File: config.mk
export PLATFORM = sky130hd
export DESIGN_NAME = analyzer_readback_fsm
export DESIGN_NICKNAME = d
export VERILOG_FILES = /design/src/rtl/analyzer_readback_fsm_pkg.sv /design/src/rtl/analyzer_readback_fsm.sv
export SDC_FILE = /design/constraint.sdc
export NUM_CORES = 1
export LEC_CHECK = 0
export CAP_MARGIN = 20
export CORE_MARGIN = 2
export CORE_UTILIZATION = 50
export DETAILED_ROUTE_END_ITERATION = 7
export HOLD_SLACK_MARGIN = 0.08
export PLACE_DENSITY_LB_ADDON = 0.2
export SLEW_MARGIN = 20
export SYNTH_ARGS = -nofsm -noshare
export SYNTH_HDL_FRONTEND = slang
export SYNTH_SLANG_ARGS = --single-unit
export TNS_END_PERCENT = 30
File: constraint.sdc
create_clock -name clk -period 3.1 [get_ports clk]
set_input_delay 0.465 -clock clk [delete_from_list [all_inputs] [get_ports clk]]
set_output_delay 0.465 -clock clk [all_outputs]
set_load 0.02 [all_outputs]
File: src/rtl/analyzer_readback_fsm_pkg.sv
`default_nettype none
// ============================================================================
// Module      : analyzer_readback_fsm_pkg
// Description : Shared types and constants for the trace-buffer readback FSM.
// Revision    : 1.0 - initial release
// ============================================================================
package analyzer_readback_fsm_pkg;

    localparam int C_ADDR_BITS = 25;

    typedef enum logic [1:0] {
        ST_IDLE = 2'd0,
        ST_READ = 2'd1,
        ST_DONE = 2'd2
    } state_t;

    // A width of 32 yields all ones because the shift overflows to zero.
    function automatic logic [31:0] addr_mask(input int bits);
        return (32'd1 << bits) - 32'd1;
    endfunction

    localparam logic [31:0] C_ADDR_MASK = addr_mask(C_ADDR_BITS);

endpackage
`default_nettype wire

File: src/rtl/analyzer_readback_fsm.sv
`default_nettype none
// ============================================================================
// Module      : analyzer_readback_fsm
// Description : Walks trace-buffer addresses Begin..End (inclusive, wrapping)
//               issuing one read request per downstream grant.
// Revision    : 1.0 - initial release
// ============================================================================
module analyzer_readback_fsm
    import analyzer_readback_fsm_pkg::*;
#(
    parameter int ADDR_BITS = C_ADDR_BITS
) (
    input  logic        clk,
    input  logic        reset,
    input  logic        idle,
    input  logic        read_trace_data,
    input  logic [31:0] sampleNumber_Begin,
    input  logic [31:0] sampleNumber_End,
    input  logic        read_allowed,
    output logic        read_req,
    output logic [31:0] readSampleNumber
);

    localparam logic [31:0] c_mask = addr_mask(ADDR_BITS);

    state_t      r_state;
    logic        r_read_req;
    logic [31:0] r_addr;
    logic [31:0] r_end;

    always_ff @(posedge clk or posedge reset) begin
        if (reset) begin
            r_state    <= ST_IDLE;
            r_read_req <= 1'b0;
            r_addr     <= 32'd0;
            r_end      <= 32'd0;
        end else begin
            case (r_state)
                ST_IDLE: begin
                    r_read_req <= 1'b0;
                    if (idle && read_trace_data) begin
                        r_addr     <= sampleNumber_Begin & c_mask;
                        r_end      <= sampleNumber_End & c_mask;
                        r_read_req <= 1'b1;
                        r_state    <= ST_READ;
                    end
                end
                ST_READ: begin
                    // Sampler leaving idle wins over a coincident grant.
                    if (!idle) begin
                        r_read_req <= 1'b0;
                        r_state    <= ST_IDLE;
                    end else if (read_allowed) begin
                        if (r_addr == r_end) begin
                            r_read_req <= 1'b0;
                            r_state    <= ST_DONE;
                        end else begin
                            r_addr <= (r_addr + 32'd1) & c_mask;
                        end
                    end
                end
                ST_DONE: begin
                    r_read_req <= 1'b0;
                    r_state    <= ST_IDLE;
                end
                default: begin
                    r_read_req <= 1'b0;
                    r_state    <= ST_IDLE;
                end
            endcase
        end
    end

    assign read_req         = r_read_req;
    assign readSampleNumber = r_addr;

endmodule
`default_nettype wire

# Yosys cells after proc, flatten, opt, wreduce, memory -nomap -nowiden
# Cells that the tools add are included.
[word_totals]
reg_bits = 60
output_inout_bits = 33
elab_cells = 35
[op_classes]
addsub = 1
n_eq_ne = 8
mux = 15
n_reduce_logical = 7
[ops]
columns = ["cell", "n"]
rows = [
  ["$mux 32", 4],
  ["$pmux 32 s2", 1],
  ["$eq 32x25->1", 1],
  ["$add 25x1->25 const B", 1],
  ["$mux 2", 4],
  ["$ne 2x2->1 const B", 4],
  ["$ne 3x3->1 const B", 2],
  ["$reduce_and 5->1", 1],
  ["$mux 1", 4],
  ["$pmux 2 s2", 1],
  ["$reduce_and 2->1", 2],
  ["$reduce_and 3->1", 1],
  ["$eq 2x1->1 const B", 1],
  ["$logic_not 2->1", 1],
  ["$pmux 1 s2", 1],
  ["$reduce_bool 2->1", 1],
  ["$logic_and 1x1->1", 1],
]

# Depth between registers and ports, before layout
[logic_depth]
depth_word = 5
depth_mapped = 8
ltp_nobuf = 6

# Worst setup path after synthesis
# OpenSTA, ideal clock, no wires.
[synth_timing]
path_type = "register to register"
startpoint = "register r_addr[8] (netlist: readSampleNumber[8])"
endpoint = "register r_addr[10] (netlist: readSampleNumber[10])"
setup_ps = 122
arrival_ps = 1743
t_required_ps = 2978
slack_ps = 1236
path_stages_with_launch = 9
synth_period_minus_slack_ps = 1864
path_cell_list = "dfrtp_1 > buf_2 > xor2_1 > nor4_2 > and4_1 > buf_4 > a21oi_4 > buf_6 > a32o_1"
[synth_via]
elab_chain_len = 5
elab_cells_between_ends = 8
cone_classes = "add/sub (1); eq/ne (2); mux (4); reduce/logical (1)"
[synth_rtl]
columns = ["element", "line_no", "rtl"]
rows = [
  ["start: declaration", "analyzer_readback_fsm.sv:28", "logic [31:0] r_addr;"],
  ["start signal: assignment", "analyzer_readback_fsm.sv:42", "r_addr <= sampleNumber_Begin & c_mask;"],
  ["start signal: assignment", "analyzer_readback_fsm.sv:58", "r_addr <= (r_addr + 32'd1) & c_mask;"],
  ["$add 25x1->25", "analyzer_readback_fsm.sv:58", ""],
  ["$mux 32", "analyzer_readback_fsm.sv:54", "if (r_addr == r_end) begin"],
  ["$mux 32", "analyzer_readback_fsm.sv:53", "end else if (read_allowed) begin"],
  ["$mux 32", "analyzer_readback_fsm.sv:50", "if (!idle) begin"],
  ["$pmux 32 s2", "analyzer_readback_fsm.sv:38", "case (r_state)"],
]
# Parallel ways exist; a longest one is shown, timed or not. The select of a mux whose other input is x is not followed.
# A chain may end at the register's enable or synchronous reset.

# Worst setup path after layout
[layout_timing]
startpoint = "register r_addr[9] (netlist: readSampleNumber[9])"
endpoint = "register r_state[0]"
[layout_via]
elab_chain_len = 3
[layout_rtl]
columns = ["element", "line_no", "rtl"]
rows = [
  ["$eq 32x25->1", "analyzer_readback_fsm.sv:54", ""],
  ["$ne 3x3->1 (no line)", "-", ""],
  ["$reduce_and 3->1 (no line)", "-", ""],
  ["end signal: assignment", "analyzer_readback_fsm.sv:52", "r_state <= ST_IDLE;"],
  ["end signal: assignment", "analyzer_readback_fsm.sv:56", "r_state <= ST_DONE;"],
  ["end signal: assignment", "analyzer_readback_fsm.sv:64", "r_state <= ST_IDLE;"],
  ["end: declaration", "analyzer_readback_fsm.sv:26", "state_t r_state;"],
]
# No other way between the ends.

==> results_dict.tcl <==
set metrics [dict create \
    status "finished clean" \
    yosysUniqueCellTypes 55 \
    clk_pin_slew_ns 0.10 \
    dieArea_um2 7250 \
    async_flop_share_pct 100 \
    layout-drive-gt1-share_pct 6.83 \
    grt_busiest_layer "met2" \
    wirelength_um 9050 \
    globalRouteTotalUtil_pct 25.2 \
    r2r-start "readSampleNumber[9]$_DFFE_PP0P_" \
    grt_max_degree 54 \
    cts_tree "built" \
    holdBufCountCts 0 \
    use_met1_pct 35.5 \
    min_to "read_req$_DFFE_PP0P_" \
    hp-start "read_req$_DFFE_PP0P_" \
    start_util_pct 51.8 \
    max_freq_mhz 410 \
    slew_headroom_pct 49.0 \
    met3_usage_pct 3.60 \
    root_buffer "clkbuf_8" \
    row_count 29 \
    synth_warnings 0 \
    viasPerCell 6.08 \
    hp-class "reg -> reg" \
    cts.sinks 53 \
    cap_violations 0 \
    cp_slowest_cell "nand3_1" \
    report.final.slew_viol_count 0 \
    synth_enable_flop_cells 0 \
    ctsResizeCount 0 \
    syn_inst 375 \
    path_cells "xor2_1, nor4_2, nand3_1, o311a_1, or2_1" \
    endpoint_kind "register" \
    post_drt_wl_per_cell_um 17.5 \
    skew_ns 0.0115 \
    yosys.area.top_type "dfrtp_1" \
    grt_setup_unrepaired "no" \
    ys_ff_latch 53 \
    place_hpwl_um 6320 \
    synth_top_cell_area_share_pct 40.3 \
    core_area_um2 6350 \
    seq_area_frac_synth_pct 40.3 \
    io_pins 102 \
    cp.arrival_ns 2.63 \
    die_w_um 85.1 \
    finalSetupViolations 0 \
    die_h_um 85.1 \
    yosys-top-cells-count "94 x nand2_1, 53 x dfrtp_1, 25 x xor2_1" \
    yosysMostFrequentCell "nand2_1" \
    globalplace.congestion 0.848 \
    synth_ff_type "dfrtp_1" \
    period_minus_slack_ns 2.44 \
    cp_slowest_stage_delay_ns 0.53 \
    clk_latency_ns 0.31 \
    numPortBuffers 80 \
    yosys-top-cells-area "dfrtp_1 40%, nand2_1 11%, xor2_1 6.7%, a32o_1 3.3%, buf_4 2.5%" \
    path_max_fanout 14 \
    avgSynthCellArea_um2 8.78 \
    post-route-cell-area_um2 4160 \
    antenna_found_initial 0 \
    first_global_vias 3051 \
    cts_buffers 5 \
    r2r-end "r_state[0]$_DFFE_PP0P_" \
    grt_first_pass_wirelength_um 14800 \
    overflow 0 \
    hold-path-cell-count 1 \
    power.density_nw_per_um2 572 \
    reg2reg_depth 5 \
    p_leak_nw 1.78 \
    drt.antenna.violating_nets 0 \
    path_class "reg -> reg" \
    htreeDepth 2 \
    vdd_drop_max_v 0.000343 \
    dr.pass1.iters 5 \
    nFillCells 567 \
    drc 0 \
    cp-start-kind "register" \
    finalHoldViolCount 0 \
    vias 3137 \
    worst_slew_pin_slew_ns 0.765 \
    diodes 0 \
    dp.cells 509 \
    fin_nets 509 \
    stdcell_count 516 \
    power_mw 2.38 \
    syn2layout_area_growth_pct 26.4 \
    synth_area_um2 3290 \
    clockBufferDepth 2 \
    met2_usage_pct 41.1 \
    fin_crit_sh_pct 78.6 \
    placed_area_um2 4070 \
    cp_data_required_time_ns 3.29 \
    post-cts-setup-buffers 0 \
    fin_tns_setup_ns 0 \
    r2r_slack_ns 0.66 \
    drt-initial-drc-count 294 \
]
==> flip-flops by register name (all words and copies together), names as in the netlist <==
signal / count
read_req: 1
r_end: 25
r_state: 2
readSampleNumber: 25
==> how the worst max path moves through the flow <==
stage	startpoint	to	cells past startpoint
5_1_grt	readSampleNumber[19]$_DFFE_PP0P_	readSampleNumber[18]$_DFFE_PP0P_	6
2_1_floorplan	readSampleNumber[8]$_DFFE_PP0P_	readSampleNumber[10]$_DFFE_PP0P_	8
4_1_cts	readSampleNumber[19]$_DFFE_PP0P_	r_state[0]$_DFFE_PP0P_	5
3_5_place_dp	readSampleNumber[19]$_DFFE_PP0P_	r_state[0]$_DFFE_PP0P_	5
3_3_place_gp	readSampleNumber[19]$_DFFE_PP0P_	r_state[0]$_DFFE_PP0P_	5
6_report	readSampleNumber[9]$_DFFE_PP0P_	r_state[0]$_DFFE_PP0P_	5
==> metal layers <==
metal  vias to the layer above  share of wire [%]
li1                       1459                  -
met4                         0                1.5
met5                         -                  0
met2                       150                 48
met1                      1514                 43
met3                        14                7.6
==> per-stage QoR <==
stage / utilization, % / hold slack, ns / setup WS (ns)
finish: 65.5 / 0.486 / 0.664
global route: 65.5 / 0.524 / 0.528
CTS: 65.5 / 0.490 / 0.757
detailed placement: 64.2 / 0.470 / 0.761
global placement: 64.2 / 0.468 / 0.798
floorplan: - / 0.465 / 1.24
==> cell usage in the layout (no fill, tap or decap), types with 7 or more instances in the layout <==
master           count
buf_4                9
clkdlybuf4s50_1     80
nor2_1              16
o31ai_1              8
nand2_1             94
dfrtp_1             53
o221ai_1             7
conb_1               7
xor2_1              25
o21ai_0             13
and3_1               8
nand3_1             14
a32o_1              11
o211ai_1            10
==> cells by family (layout without fill, tap and decap cells) <==
logic type | count (synthesis) | after routing | share of synthesized area [%]
buf+inv | 43 | 101 | 6.88
simple gates | 163 | 163 | 24.4
xor+xnor | 25 | 25 | 6.65
fa+ha+maj | 1 | 1 | 0.380
compound gates | 88 | 88 | 20.9
flops | 53 | 53 | 40.3
other cells | 1 | 7 | 0.114
mux | 1 | 1 | 0.342
==> critical path: cells and delay by family, from the launching register on <==
kind	cells	cell delay, ns
AO/OA/AOI/OAI	1	0.51
AND/OR/NAND/NOR	3	1.12
XOR/XNOR	1	0.21
flip-flops	1	0.48
==> cell type report <==
class | count | area, um^2 | area share, %
clock buffers | 7 | 86.3 | 2.08
inverters | 5 | 18.8 | 0.451
multi-input cells | 285 | 1760 | 42.4
flip-flops and latches | 53 | 1330 | 31.9
well taps | 77 | 96.3 | 2.32
repair buffers | 89 | 868 | 20.9
==> power breakdown <==
part / internal, mW / total, mW / switching, mW
clock: 0.178 / 0.398 / 0.220
combinational: 0.431 / 0.908 / 0.476
sequential: 0.840 / 1.07 / 0.234
No activity file was read; power rests on OpenSTA's default activity.
